--- config.mk ---
export PLATFORM = sky130hd
export DESIGN_NAME = vout_timing_gen
export DESIGN_NICKNAME = d
export VERILOG_FILES = /design/src/rtl/vout_timing_gen.sv
export SDC_FILE = /design/constraint.sdc
export NUM_CORES = 1
export LEC_CHECK = 0
export CAP_MARGIN = 5
export CORE_MARGIN = 2
export CORE_UTILIZATION = 47
export DETAILED_ROUTE_END_ITERATION = 16
export MAX_ROUTING_LAYER = met4
export PLACE_DENSITY = 0.8
export SLEW_MARGIN = 20
export SYNTH_ARGS = -nofsm -noshare
export SYNTH_HDL_FRONTEND = slang
export SYNTH_SLANG_ARGS = --single-unit
--- constraint.sdc ---
create_clock -name vout_clk -period 2.2 [get_ports vout_clk]
set_clock_uncertainty 0.2 [all_clocks]
set_input_delay 0.44 -clock vout_clk [delete_from_list [all_inputs] [get_ports vout_clk]]
set_output_delay 0.44 -clock vout_clk [all_outputs]
set_load 0.02 [all_outputs]
--- src/rtl/vout_timing_gen.sv ---
// ---------------------------------------------------------------------------
// vout_timing_gen
//   Video output timing generator for the HDMI path (single vout_clk domain).
//   Produces the raster counters, HDMI hs/vs/de, the frame-buffer FIFO read
//   strobe, and expands the FIFO's RGB565 words to RGB888 aligned with de.
//
// Ports
//   vout_clk     in   1   pixel clock
//   rst          in   1   asynchronous reset, active-high
//   en           in   1   timing enable (0 parks the raster at start of V front porch)
//   vout_rd_req  out  1   FIFO read strobe, one word per active pixel
//   vout_data    in   16  RGB565 word, valid RD_LATENCY clocks after the strobe
//   vout_vs      out  1   undelayed frame sync to the buffer controller, active-high
//   vout_width   out  12  constant H_ACTIVE
//   vout_height  out  12  constant V_ACTIVE
//   hdmi_hs      out  1   horizontal sync, level HS_POL during sync
//   hdmi_vs      out  1   vertical sync, level VS_POL during sync
//   hdmi_de      out  1   data enable
//   hdmi_r/g/b   out  8   pixel components
//   pattern_sel  in   1   colour-bar select (only with VOUT_COLOR_BAR_EN)
//
// Build option
//   VOUT_COLOR_BAR_EN : adds pattern_sel and an 8-bar test pattern source.
//
// RD_LATENCY must be in 1..4.
// ---------------------------------------------------------------------------
module vout_timing_gen #(
  parameter int H_ACTIVE   = 1920,
  parameter int H_FP       = 88,
  parameter int H_SYNC     = 44,
  parameter int H_BP       = 148,
  parameter int V_ACTIVE   = 1080,
  parameter int V_FP       = 4,
  parameter int V_SYNC     = 5,
  parameter int V_BP       = 36,
  parameter bit HS_POL     = 1'b1,
  parameter bit VS_POL     = 1'b1,
  parameter int RD_LATENCY = 1
) (
  input  logic        vout_clk,
  input  logic        rst,
  input  logic        en,
  output logic        vout_rd_req,
  input  logic [15:0] vout_data,
  output logic        vout_vs,
  output logic [11:0] vout_width,
  output logic [11:0] vout_height,
  output logic        hdmi_hs,
  output logic        hdmi_vs,
  output logic        hdmi_de,
  output logic [7:0]  hdmi_r,
  output logic [7:0]  hdmi_g,
  output logic [7:0]  hdmi_b
`ifdef VOUT_COLOR_BAR_EN
  ,
  input  logic        pattern_sel
`endif
);

  localparam logic [11:0] H_ACT      = 12'(H_ACTIVE);
  localparam logic [11:0] H_SYNC_BEG = 12'(H_ACTIVE + H_FP);
  localparam logic [11:0] H_SYNC_END = 12'(H_ACTIVE + H_FP + H_SYNC);
  localparam logic [11:0] H_LAST     = 12'(H_ACTIVE + H_FP + H_SYNC + H_BP - 1);
  localparam logic [11:0] V_ACT      = 12'(V_ACTIVE);
  localparam logic [11:0] V_SYNC_BEG = 12'(V_ACTIVE + V_FP);
  localparam logic [11:0] V_SYNC_END = 12'(V_ACTIVE + V_FP + V_SYNC);
  localparam logic [11:0] V_LAST     = 12'(V_ACTIVE + V_FP + V_SYNC + V_BP - 1);

  logic [11:0]         h_cnt, v_cnt;
  logic                de_raw, hs_raw, vs_raw;
  logic                de_q, hs_q, vs_q;
  logic [RD_LATENCY:0] de_pipe, hs_pipe, vs_pipe;
  logic [23:0]         rgb_d, rgb_q;

  assign vout_width  = H_ACT;
  assign vout_height = V_ACT;

  // Raster counters. Disabled/reset state is the first line of the vertical
  // front porch, so a fresh start always passes through vs before line 0.
  // NOTE: clocked state uses non-blocking (<=) so every flop sees pre-edge values.
  always_ff @(posedge vout_clk or posedge rst) begin
    if (rst) begin
      h_cnt <= '0;
      v_cnt <= V_ACT;
    end else if (!en) begin
      h_cnt <= '0;
      v_cnt <= V_ACT;
    end else if (h_cnt == H_LAST) begin
      h_cnt <= '0;
      v_cnt <= (v_cnt == V_LAST) ? 12'd0 : v_cnt + 12'd1;
    end else begin
      h_cnt <= h_cnt + 12'd1;
    end
  end

  assign de_raw = (h_cnt < H_ACT) && (v_cnt < V_ACT);
  assign hs_raw = (h_cnt >= H_SYNC_BEG) && (h_cnt < H_SYNC_END);
  assign vs_raw = (v_cnt >= V_SYNC_BEG) && (v_cnt < V_SYNC_END);

  // Stage 0 (read strobe / internal vs), then RD_LATENCY+1 stages so that
  // de reaches the output together with the captured FIFO word. With en low
  // stage 0 takes inactive values and the later stages drain naturally.
  // NOTE: pipeline flops are reset too, so hs/vs/de are defined the moment rst asserts.
  always_ff @(posedge vout_clk or posedge rst) begin
    if (rst) begin
      de_q    <= 1'b0;
      hs_q    <= 1'b0;
      vs_q    <= 1'b0;
      de_pipe <= '0;
      hs_pipe <= '0;
      vs_pipe <= '0;
      rgb_q   <= '0;
    end else begin
      de_q    <= en & de_raw;
      hs_q    <= en & hs_raw;
      vs_q    <= en & vs_raw;
      de_pipe <= {de_pipe[RD_LATENCY-1:0], de_q};
      hs_pipe <= {hs_pipe[RD_LATENCY-1:0], hs_q};
      vs_pipe <= {vs_pipe[RD_LATENCY-1:0], vs_q};
      rgb_q   <= rgb_d;
    end
  end

`ifdef VOUT_COLOR_BAR_EN
  localparam logic [11:0] BAR_W = 12'(H_ACTIVE / 8);

  logic                      pattern_q;
  logic [RD_LATENCY:0][2:0]  bar_pipe;

  function automatic logic [23:0] bar_rgb(input logic [2:0] idx);
    logic [23:0] c;
    case (idx)
      3'd0:    c = 24'hFFFFFF;
      3'd1:    c = 24'hFFFF00;
      3'd2:    c = 24'h00FFFF;
      3'd3:    c = 24'h00FF00;
      3'd4:    c = 24'hFF00FF;
      3'd5:    c = 24'hFF0000;
      3'd6:    c = 24'h0000FF;
      default: c = 24'h000000;
    endcase
    return c;
  endfunction

  // Source select only changes on the frame wrap, never mid-frame.
  // bar_pipe[0] lines up with de_q; bar_pipe[RD_LATENCY] with the RGB capture.
  always_ff @(posedge vout_clk or posedge rst) begin
    if (rst) begin
      pattern_q <= 1'b0;
      bar_pipe  <= '0;
    end else begin
      if (en && (h_cnt == H_LAST) && (v_cnt == V_LAST))
        pattern_q <= pattern_sel;
      bar_pipe[0] <= 3'(h_cnt / BAR_W);
      for (int i = 1; i <= RD_LATENCY; i++)
        bar_pipe[i] <= bar_pipe[i-1];
    end
  end

  assign vout_rd_req = de_q & ~pattern_q;
`else
  assign vout_rd_req = de_q;
`endif

  // RGB565 -> RGB888 by MSB replication; blank whenever the aligned de is low.
  // NOTE: rgb_d gets its default first, so no branch can leave it unassigned (no latch).
  always_comb begin
    rgb_d = '0;
    if (de_pipe[RD_LATENCY-1]) begin
      rgb_d = {vout_data[15:11], vout_data[15:13],
               vout_data[10:5],  vout_data[10:9],
               vout_data[4:0],   vout_data[4:2]};
`ifdef VOUT_COLOR_BAR_EN
      if (pattern_q)
        rgb_d = bar_rgb(bar_pipe[RD_LATENCY]);
`endif
    end
  end

  assign vout_vs = vs_q;
  assign hdmi_de = de_pipe[RD_LATENCY];
  assign hdmi_hs = HS_POL ? hs_pipe[RD_LATENCY] : ~hs_pipe[RD_LATENCY];
  assign hdmi_vs = VS_POL ? vs_pipe[RD_LATENCY] : ~vs_pipe[RD_LATENCY];
  assign hdmi_r  = rgb_q[23:16];
  assign hdmi_g  = rgb_q[15:8];
  assign hdmi_b  = rgb_q[7:0];

endmodule

# Word-level counts from Yosys, hierarchy flattened
# Cells that the tools add are included.
dict set report classes {
  n_bitwise 3
  order_cmp 6
  n_mux 6
  add_sub_neg 2
  n_reduce_logical 3
  n_eq_ne 3
}
# operator n
set ops {}
lappend ops {{$mux 12} 5}
lappend ops {{$lt 12x11->1 const B} 3}
lappend ops {{$add 12x1->12 const B} 2}
lappend ops {{$ge 12x11->1 const B} 2}
lappend ops {{$mux 24} 1}
lappend ops {{$eq 12x11->1 const B} 1}
lappend ops {{$eq 12x12->1 const B} 1}
lappend ops {{$lt 12x12->1 const B} 1}
lappend ops {{$and 1x1->1} 3}
lappend ops {{$logic_and 1x1->1} 3}
lappend ops {{$ne 2x1->1 const B} 1}
dict set report totals {
  reg_bits 57
  out_inout_bits 53
  elab_cells 32
  input_bits 19
}

# Longest topological paths before layout
# Gate-level depths: netlist of the first run.
dict set report depth {
  ltp_word 4
  ltp_mapped 7
  ltp_nobuf 6
}

# Least setup slack after synthesis of the first run
# Ideal clock, no wire load.
dict set report synth_timing {
  path_kind {register to register}
  startpoint {register v_cnt[0]}
  endpoint {register v_cnt[11]}
  period_less_slack_ns 1.746
  stages_incl_launch_ff 8
  path_slack_ns 0.454
  arrival_ns 1.416
  t_required_ns 1.869
  setup_ns 0.131
  n_path_buf 1
  cell_sequence {dfrtp_1 inv_1 ha_1 and4_1 nand4_1 buf_2 a21oi_1 o32ai_2}
}
dict set report synth_via {
  elab_chain_len 4
}
# element line
set synth_lines {}
lappend synth_lines {{start: declaration} 69} ;# logic [11:0] h_cnt, v_cnt;
lappend synth_lines {{start signal: assignment} 90} ;# v_cnt <= (v_cnt == V_LAST) ? 12'd0 : v_cnt + 12'd1;
lappend synth_lines {{$add 12x1->12 / $eq 12x11->1 (equally long branches)} 90}
lappend synth_lines {{$mux 12 *} 90}
lappend synth_lines {{$mux 12 *} 88} ;# end else if (h_cnt == H_LAST) begin
lappend synth_lines {{$mux 12 *} 85} ;# end else if (!en) begin
# Mark *: on every way between the ends. The rest lies on a longest branch, timed or not. The select of a mux whose other input is x is not followed.
# A chain may end at the register's enable or synchronous reset.

# Worst setup path in the final report of the first run
dict set report layout_timing {
  startpoint {register h_cnt[0]}
  endpoint {register v_cnt[10]}
}
dict set report layout_via {
  elab_chain_len 2
}
# element line
set layout_lines {}
lappend layout_lines {{start: declaration} 69}
lappend layout_lines {{start signal: assignment} 92} ;# h_cnt <= h_cnt + 12'd1;
lappend layout_lines {{$eq 12x12->1} 88}
lappend layout_lines {{$ne 2x1->1 (no source line)} --}
# Every way passes these cells.

==> impl_metrics.tcl, run 1 <==
set metrics [dict create \
    vias_per_cell 4.95 \
    finalSetupViolCount 0 \
    die_h_um 76.2 \
    synth_enable_flop_cells 0 \
    critPathLaunchType "flop" \
    initial_antenna_violation_count 0 \
    vias 1762 \
    vdd.ir_drop.worst_mv 0.264 \
    crit_path_cell_trace "ha_1 > and4_1 > nand4_2 > buf_4 > o31a_1 > o21ai_0" \
    most_common_library_cell_in_the_layout_ignoring_fill_and_taps "sky130_fd_sc_hd__clkdlybuf4s50_1" \
    cts_root_buf "sky130_fd_sc_hd__clkbuf_8" \
    tritoncts "built" \
    top_level_ports 72 \
    critical_path.n_buffers_inverters 1 \
    power.static_leakage_nw 1.28 \
    dpl-instance-area_um2 2860 \
    drive_gt1_frac 0.0944 \
    clockBufferDepth 2 \
    grt_pass1_wl_um 7980 \
    detail-route-antenna-nets 0 \
    rsz0062_at_grt "no" \
    worstSetupPathType "reg -> reg" \
    rows 26 \
    design.core.area_um2 5070 \
    post-route-drc-count 0 \
    asyncSetResetFlopFracSynth 1.00 \
    post_cts_buffers 0 \
    floorplan.die_area_um2 5810 \
    power-per-cell-area_nw_per_um2 524 \
    final-max-slew-violation-count 0 \
    synth.ff_latch_count 49 \
    cp_delay_by_family_top "simple AND/OR/NAND/NOR gates" \
    h-tree-depth 2 \
    cts_sinks 49 \
    timing.final.hold_violations 0 \
    worstPathArrival_ns 2.05 \
    drtIter0Drc 123 \
    layout_common_cells "sky130_fd_sc_hd__clkdlybuf4s50_1, sky130_fd_sc_hd__dfrtp_1, sky130_fd_sc_hd__conb_1, sky130_fd_sc_hd__and2_1, sky130_fd_sc_hd__nor2_1" \
    cts-buffers-inserted 5 \
    route.detailed.wl_per_inst_um 12.9 \
    dr.pass1.iters 4 \
    final_cell_area_um2 2950 \
    post_cts.resized_instances 0 \
    synthFlopType "sky130_fd_sc_hd__dfrtp_1" \
    dp_worst_setup_slack_ns 0.164 \
    clock.fmax_mhz 492 \
    die_x_um 76.2 \
    clk_pin_slew_worst_paths_ns 0.09 \
    pin_count_of_the_biggest_net_entering_global_routing 28 \
    cp_slowest_cell "sky130_fd_sc_hd__dfrtp_1" \
    grt-ovfl-total 0 \
    worst_path_largest_cell_delay_ns 0.38 \
    outcome "completed" \
    setup_ws_ns 0.167 \
    globalRouteTotalUtil 0.178 \
    finish.utilization 0.582 \
    avgSynthCellArea_um2 10.1 \
    route.final.wire_length_um 4610 \
    post-layout-total-power_w 0.00155 \
    area_growth_from_synthesis_to_final_layout_pct 20.5 \
    path_max_fanout 12 \
    post_synth_instance_area_um2 2450 \
    crit_path_end_kind "flop" \
    drv_cap 0 \
    port-buffer-count 47 \
    antenna_diode_count 0 \
    clkLatencyLatePin_ns 0.31 \
    timing.setup.tns_ns 0 \
    first_global_vias 1662 \
    seq_total_area_yosys 0.502 \
    hold_class "reg -> reg" \
    ctsHoldBuffers 0 \
    hpwlAfterDp_um 3410 \
    final_layout_fill_cell_count 452 \
    cp.required_ns 2.22 \
    routabilityCongestion 0.970 \
    syn-instance-count 243 \
    start_util 0.483 \
    final_min_period_over_clock_period 0.924 \
    post-route-min-period_ns 2.03 \
    ys.warnings.count 0 \
    final_net_count 308 \
    synth.distinct_cells 42 \
]
synthesized netlist by cell type, types with 3 or more instances:
library cell,instances,area share
sky130_fd_sc_hd__a21oi_1,11,0.022
sky130_fd_sc_hd__xnor2_1,7,0.025
sky130_fd_sc_hd__and2_1,20,0.051
sky130_fd_sc_hd__ha_1,4,0.020
sky130_fd_sc_hd__nor2_1,16,0.025
sky130_fd_sc_hd__or3b_1,3,0.011
sky130_fd_sc_hd__nand4_1,8,0.020
sky130_fd_sc_hd__nand3_1,12,0.025
sky130_fd_sc_hd__buf_2,4,0.0082
sky130_fd_sc_hd__dfstp_2,4,0.043
sky130_fd_sc_hd__clkbuf_1,4,0.0061
sky130_fd_sc_hd__inv_1,10,0.015
sky130_fd_sc_hd__o22ai_1,5,0.013
sky130_fd_sc_hd__and4_1,3,0.011
sky130_fd_sc_hd__nor3_1,6,0.012
sky130_fd_sc_hd__xor2_1,3,0.011
sky130_fd_sc_hd__dfrtp_1,45,0.46
sky130_fd_sc_hd__nand2_1,15,0.023
sky130_fd_sc_hd__or3_1,3,0.0077
sky130_fd_sc_hd__buf_4,32,0.098
report_power, final:
group	switching, W	internal (W)
clock	0.000304	0.000226
sequential	0.00000385	0.000905
combinational	0.0000708	0.0000392
sequential cells by signal, summed over array words and instances (netlist names):
| signal | cells |
|---|---|
| v_cnt | 12 |
| rgb_q | 16 |
| vs_pipe | 2 |
| hs_q | 1 |
| vout_rd_req | 1 |
| de_pipe | 2 |
| vout_vs | 1 |
| hs_pipe | 2 |
| h_cnt | 12 |
kinds of logic after synthesis:
group           Yosys count  synth area share
compound gates           26            0.0679
xor+xnor                 10            0.0357
fa+ha+maj                 4            0.0204
buf+inv                  53             0.136
flops                    49             0.502
other cells               2           0.00306
simple gates             99             0.234
metal layers:
metal  share of wire  vias to the layer above  GRT usage
met1            0.42                      828      0.219
met4           0.022                        0     0.0709
met2            0.49                       80      0.281
li1                -                      844          -
met3           0.072                       10     0.0474
met5               0                        -          -
path summary, 6_finish.rpt:
| check | start | end | slack, ns | cells past startpoint |
|---|---|---|---|---|
| max in group asynchronous | rst | v_cnt[3]$_DFFE_PP1P_ | 1.19 | 3 |
| hold / removal | hs_pipe[0]$_DFF_PP0_ | hs_pipe[1]$_DFF_PP0_ | 0.16 | 0 |
| min in group asynchronous | rst | de_pipe[1]$_DFF_PP0_ | 0.28 | 3 |
| setup reg to reg | h_cnt[0]$_DFF_PP0_ | v_cnt[10]$_DFFE_PP1P_ | 0.17 | 6 |
| setup / recovery | h_cnt[0]$_DFF_PP0_ | v_cnt[10]$_DFFE_PP1P_ | 0.17 | 6 |
| hold reg to reg | hs_pipe[0]$_DFF_PP0_ | hs_pipe[1]$_DFF_PP0_ | 0.16 | 0 |
stage by stage:
step | hold slack, ns | cells
floorplan | 0.131 | 265
global placement | 0.131 | 348
detailed placement | 0.143 | 348
CTS | 0.164 | 356
global route | 0.170 | 356
finish | 0.160 | 356
area by class of cell:
class	instances	area, µm²	share of cell area
Clock inverter	3	21.3	0.00720
Inverter	10	37.5	0.0127
Tap cell	70	87.6	0.0297
Timing Repair Buffer	56	538	0.182
Multi-Input combinational cell	163	968	0.328
Clock buffer	5	68.8	0.0233
Sequential cell	49	1230	0.417
Note: power is estimated with default switching activity, not from simulation.
==> inputs of run 2 (changes only) <==
--- a/config.mk
+++ b/config.mk
@@ -5,12 +5,11 @@
 export SDC_FILE = /design/constraint.sdc
 export NUM_CORES = 1
 export LEC_CHECK = 0
-export CAP_MARGIN = 5
 export CORE_MARGIN = 2
-export CORE_UTILIZATION = 47
+export CORE_UTILIZATION = 43
 export DETAILED_ROUTE_END_ITERATION = 16
 export MAX_ROUTING_LAYER = met4
-export PLACE_DENSITY = 0.8
+export PLACE_DENSITY = 0.77
 export SLEW_MARGIN = 20
 export SYNTH_ARGS = -nofsm -noshare
 export SYNTH_HDL_FRONTEND = slang
==> constraint.sdc (replaced) <==
create_clock -name vout_clk -period 1.7 [get_ports vout_clk]
set_clock_uncertainty 0.2 [all_clocks]
set_input_delay 0.34 -clock vout_clk [delete_from_list [all_inputs] [get_ports vout_clk]]
set_output_delay 0.34 -clock vout_clk [all_outputs]
set_load 0.02 [all_outputs]
==> impl_metrics.tcl, run 2 (synthesis results as in run 1) <==
set metrics [dict create \
    clk_pin_slew_worst_paths_ns 0.09 \
    reg_top3 "rgb_q (16), h_cnt (12), v_cnt (12)" \
    pin_count_of_the_biggest_net_entering_global_routing 50 \
    rsz0062_at_grt "yes" \
    initial_antenna_violation_count 0 \
    finish.utilization 0.610 \
    cts_sinks 49 \
    detail-route-antenna-nets 0 \
    cp_slowest_cell "sky130_fd_sc_hd__dfrtp_1" \
    setup_ws_ns -0.106 \
    globalRouteTotalUtil 0.162 \
    cts-buffers-inserted 5 \
    drtIter0Drc 104 \
    area_growth_from_synthesis_to_final_layout_pct 37.1 \
    layout_common_cells "sky130_fd_sc_hd__dfrtp_1, sky130_fd_sc_hd__buf_4, sky130_fd_sc_hd__dlygate4sd2_1, sky130_fd_sc_hd__conb_1, sky130_fd_sc_hd__and2_1" \
    path_max_fanout 8 \
    rows 27 \
    die_x_um 79.5 \
    final_min_period_over_clock_period 1.06 \
    post-route-min-period_ns 1.81 \
    grt_pass1_wl_um 7850 \
    drv_cap 0 \
    top_level_ports 72 \
    failed_checks "negative setup slack" \
    top_register "rgb_q" \
    worst_path_largest_cell_delay_ns 0.41 \
    cp_delay_by_family_top "simple AND/OR/NAND/NOR gates" \
    first_global_vias 1723 \
    grt-ovfl-total 0 \
    critPathLaunchType "flop" \
    route.detailed.wl_per_inst_um 12.8 \
    hpwlAfterDp_um 3500 \
    hold_class "reg -> reg" \
    worstSetupPathType "reg -> reg" \
    cts_root_buf "sky130_fd_sc_hd__clkbuf_8" \
    port-buffer-count 47 \
    power-per-cell-area_nw_per_um2 649 \
    post-route-drc-count 0 \
    route.final.wire_length_um 5070 \
    cp.required_ns 1.72 \
    clock.fmax_mhz 554 \
    critical_path.n_buffers_inverters 1 \
    clockBufferDepth 2 \
    crit_path_cell_trace "nor4_4 > nand4_2 > buf_6 > or3_1 > o211ai_1" \
    vias 1916 \
    drive_gt1_frac 0.259 \
    vias_per_cell 4.84 \
    antenna_diode_count 0 \
    fin_worst_hold_slack_ns 0.153 \
    routabilityCongestion 0.802 \
    h-tree-depth 2 \
    clkLatencyLatePin_ns 0.29 \
    die_h_um 79.5 \
    start_util 0.445 \
    finalSetupViolCount 10 \
    final_net_count 346 \
    floorplan.die_area_um2 6320 \
    most_common_library_cell_in_the_layout_ignoring_fill_and_taps "sky130_fd_sc_hd__dfrtp_1" \
    worstPathArrival_ns 1.82 \
    largest_register_ffs 16 \
    vdd.ir_drop.worst_mv 0.396 \
    design.core.area_um2 5510 \
    dr.pass1.iters 4 \
    power.static_leakage_nw 1.67 \
    outcome "finished with violations" \
    crit_path_end_kind "flop" \
    final-max-slew-violation-count 0 \
    timing.final.hold_violations 0 \
    final_layout_fill_cell_count 450 \
    tritoncts "built" \
]
==> run 2: power by group <==
group	leakage (nW)	switching [W]	internal [W]
combinational	0.944	0.000101	0.0000619
clock	0.0574	0.000368	0.000478
sequential	0.669	0.00000309	0.00117
total	1.67	0.000472	0.00171
==> run 2: metrics by stage <==
step	TNS, ns	setup WS (ns)	instances	area [µm²]	total power (W)
after global routing	-1.42	-0.161	396	3360	0.00228
after floorplan	0	0.00604	265	2550	0.00132
after detailed placement	-0.402	-0.0848	384	3140	0.00135
after CTS	-0.540	-0.0846	394	3250	0.00221
final	-0.695	-0.106	396	3360	0.00218
after global placement	-0.0448	-0.0352	384	3140	0.00135
==> run 2: path summary, 6_finish.rpt <==
| check | start | end | slack [ns] | depth (start not counted) |
|---|---|---|---|---|
| worst max-delay path | h_cnt[5]$_DFF_PP0_ | v_cnt[5]$_DFFE_PP1P_ | -0.11 | 5 |
| worst min-delay path | vs_pipe[0]$_DFF_PP0_ | vs_pipe[1]$_DFF_PP0_ | 0.15 | 0 |
| worst max register to register | h_cnt[5]$_DFF_PP0_ | v_cnt[5]$_DFFE_PP1P_ | -0.11 | 5 |
| worst min register to register | vs_pipe[0]$_DFF_PP0_ | vs_pipe[1]$_DFF_PP0_ | 0.15 | 0 |
| max in group asynchronous | rst | v_cnt[4]$_DFFE_PP1P_ | 0.77 | 3 |
| min in group asynchronous | rst | hs_pipe[0]$_DFF_PP0_ | 0.25 | 3 |
==> run 2: routing by layer <==
layer / global-route usage / up-vias / part of all wire
li1: - / 923 / -
met1: 0.194 / 904 / 0.42
met2: 0.264 / 87 / 0.49
met3: 0.0385 / 2 / 0.078
met4: 0.0638 / 0 / 0.0079
met5: - / - / 0
==> run 2: worst reg2reg max path, stage by stage, from the launching register on <==
cell                       delay [ns]
sky130_fd_sc_hd__dfrtp_1         0.41
sky130_fd_sc_hd__nor4_4          0.33
sky130_fd_sc_hd__nand4_2         0.14
sky130_fd_sc_hd__buf_6           0.16
sky130_fd_sc_hd__or3_1           0.36
sky130_fd_sc_hd__o211ai_1        0.11
==> run 2: final cells by class <==
type / instances / area, µm² / area share
inverter: 10 / 41.3 / 0.0123
multi-input combinational: 164 / 1070 / 0.319
tap: 72 / 90.1 / 0.0268
clock inverter: 2 / 37.5 / 0.0112
clock buffer: 6 / 82.6 / 0.0246
sequential: 49 / 1230 / 0.366
timing repair buffer: 93 / 807 / 0.240
==> run 2: timing repair <==
item / in CTS / in global routing
resized for setup: 32 / 20
buffers inserted: 2 / 1
pin swaps: 1 / 9
cloned: 0 / 1
hold endpoints to repair: 0 / 0
hold buffers: 0 / 0
setup endpoints to repair: 39 / 23
==> inputs of run 3 (changes only) <==
==> constraint.sdc (replaced) <==
create_clock -name vout_clk -period 1.6 [get_ports vout_clk]
set_clock_uncertainty 0.2 [all_clocks]
set_input_delay 0.32 -clock vout_clk [delete_from_list [all_inputs] [get_ports vout_clk]]
set_output_delay 0.32 -clock vout_clk [all_outputs]
set_load 0.02 [all_outputs]
==> impl_metrics.tcl, run 3 (synthesis results as in run 1) <==
set metrics [dict create \
    power.clock.fraction 0.395 \
    hold_path.startpoint "hs_q$_DFF_PP0_" \
    outcome "finished with violations" \
    top_level_ports 72 \
    port-buffer-count 47 \
    dr.pass1.iters 4 \
    finalSetupViolCount 22 \
    rsz0062_at_grt "yes" \
    detail-route-antenna-nets 0 \
    timing.final.hold_violations 0 \
    drv_cap 0 \
    first_global_vias 1716 \
    hpwlAfterDp_um 3520 \
    final_layout_fill_cell_count 449 \
    initial_antenna_violation_count 0 \
    cts-buffers-inserted 5 \
    cts_sinks 49 \
    fin_worst_hold_slack_ns 0.156 \
    worstSetupPathType "reg -> reg" \
    power.switching_fraction 0.223 \
    final-max-slew-violation-count 0 \
    final_net_count 342 \
    worstPathArrival_ns 1.83 \
    vias 1941 \
    route.detailed.wl_per_inst_um 13.1 \
    hold_class "reg -> reg" \
    die_x_um 79.5 \
    rows 27 \
    drtIter0Drc 159 \
    vdd.ir_drop.worst_mv 0.442 \
    grt_pass1_wl_um 7910 \
    power-per-cell-area_nw_per_um2 709 \
    top_register "rgb_q" \
    route.final.wire_length_um 5120 \
    grt-ovfl-total 0 \
    final_min_period_over_clock_period 1.14 \
    start_util 0.445 \
    crit-reg2reg-launch "h_cnt[5]$_DFF_PP0_" \
    critPathLaunchType "flop" \
    tritoncts "built" \
    numPlacedInstances 380 \
    vias_per_cell 4.95 \
    path_max_fanout 8 \
    p_int_w 0.00182 \
    layout_common_cells "sky130_fd_sc_hd__dfrtp_1, sky130_fd_sc_hd__buf_4, sky130_fd_sc_hd__dlygate4sd2_1, sky130_fd_sc_hd__conb_1, sky130_fd_sc_hd__and2_1" \
    globalRouteTotalUtil 0.165 \
    reg_top3 "rgb_q (16), h_cnt (12), v_cnt (12)" \
    share_comb_of_total_power 0.072 \
    post-route-min-period_ns 1.82 \
    ctsHoldBuffers 0 \
    final-instance-count-excl-fill 392 \
    failed_checks "negative setup slack" \
    cts_root_buf "sky130_fd_sc_hd__clkbuf_8" \
    setup_ws_ns -0.217 \
    power_frac_seq 0.534 \
    clock.fmax_mhz 550 \
    final-seq-area_um2 1230 \
    floorplan.die_area_um2 6320 \
    die_h_um 79.5 \
    area_growth_from_synthesis_to_final_layout_pct 34.4 \
    dp_worst_setup_slack_ns -0.178 \
    design.core.area_um2 5510 \
    post-route-drc-count 0 \
    p_sw_w 0.000521 \
    crit_start "h_cnt[5]$_DFF_PP0_" \
    crit_path_end_kind "flop" \
    drive_gt1_frac 0.250 \
    h-tree-depth 2 \
    power.static_leakage_nw 1.64 \
    routabilityCongestion 0.856 \
    cp.required_ns 1.61 \
    clockBufferDepth 2 \
    clkLatencyLatePin_ns 0.30 \
    clk_pin_slew_worst_paths_ns 0.09 \
    largest_register_ffs 16 \
    most_common_library_cell_in_the_layout_ignoring_fill_and_taps "sky130_fd_sc_hd__dfrtp_1" \
    pin_count_of_the_biggest_net_entering_global_routing 50 \
    antenna_diode_count 0 \
    combined_area_of_the_multi_input_logic_cells_um2 1030 \
]
[run 3: changes by cell type in the layout (fill, tap and decap cells not counted), sizes merged]
cell	previous run	this run
buf	46	43
nand2	17	16
[run 3: worst max-delay path, stage by stage, from the launching register on]
cell and delay, ns:
sky130_fd_sc_hd__dfrtp_1 0.43, sky130_fd_sc_hd__nor4_4 0.32, sky130_fd_sc_hd__nand4_2 0.12, sky130_fd_sc_hd__buf_4 0.20, sky130_fd_sc_hd__nand2b_4 0.19, sky130_fd_sc_hd__o32ai_2 0.27
[run 3: layer usage]
metal	global-route usage	vias to the layer above	routed length (µm)	share of wire
met1	0.205	912	2160	0.42
li1	-	917	-	-
met3	0.0441	11	422	0.082
met5	-	-	0	0
met4	0.0672	0	87	0.017
met2	0.258	101	2460	0.48
[run 3: worst paths after layout]
| check | to | cells after the start | slack (ns) |
|---|---|---|---|
| setup / recovery | v_cnt[11]$_DFFE_PP0P_ | 5 | -0.22 |
| hold reg to reg | hs_pipe[0]$_DFF_PP0_ | 0 | 0.16 |
| max in group asynchronous | v_cnt[3]$_DFFE_PP1P_ | 3 | 0.72 |
| hold / removal | hs_pipe[0]$_DFF_PP0_ | 0 | 0.16 |
| setup reg to reg | v_cnt[11]$_DFFE_PP0P_ | 5 | -0.22 |
| min in group asynchronous | v_cnt[1]$_DFFE_PP0P_ | 3 | 0.21 |
[run 3: timing repair]
item,in CTS,in global routing
gates resized for setup,39,13
gates cloned,0,0
setup endpoints to repair,52,23
pin swaps,3,8
setup buffers,2,2
[run 3: cell type report]
type	count	area share
Multi-Input combinational cell	163	0.311
Sequential cell	49	0.374
Timing Repair Buffer	90	0.238
Inverter	10	0.0125
Clock buffer	6	0.0251
Tap cell	72	0.0273
Clock inverter	2	0.0114
[run 3: power by group through the flow]
stage	Sequential [W]	Combinational [W]	Clock, W
floorplan	0.00127	0.000135	0
global placement	0.00127	0.000166	0
detailed placement	0.00127	0.000167	0
CTS	0.00125	0.000168	0.000940
global route	0.00125	0.000185	0.00100
finish	0.00125	0.000167	0.000922
[run 3: metrics by stage]
| stage | power [W] | TNS, ns | instance area, µm² | util |
|---|---|---|---|---|
| 5_1_grt | 0.00244 | -3.81 | 3290 | 0.598 |
| 4_1_cts | 0.00236 | -1.78 | 3240 | 0.588 |
| 3_5_place_dp | 0.00144 | -2.70 | 3120 | 0.566 |
| 6_report | 0.00234 | -1.87 | 3290 | 0.598 |
| 3_3_place_gp | 0.00144 | -1.76 | 3120 | 0.566 |
| 2_1_floorplan | 0.00141 | -1.49 | 2560 | - |
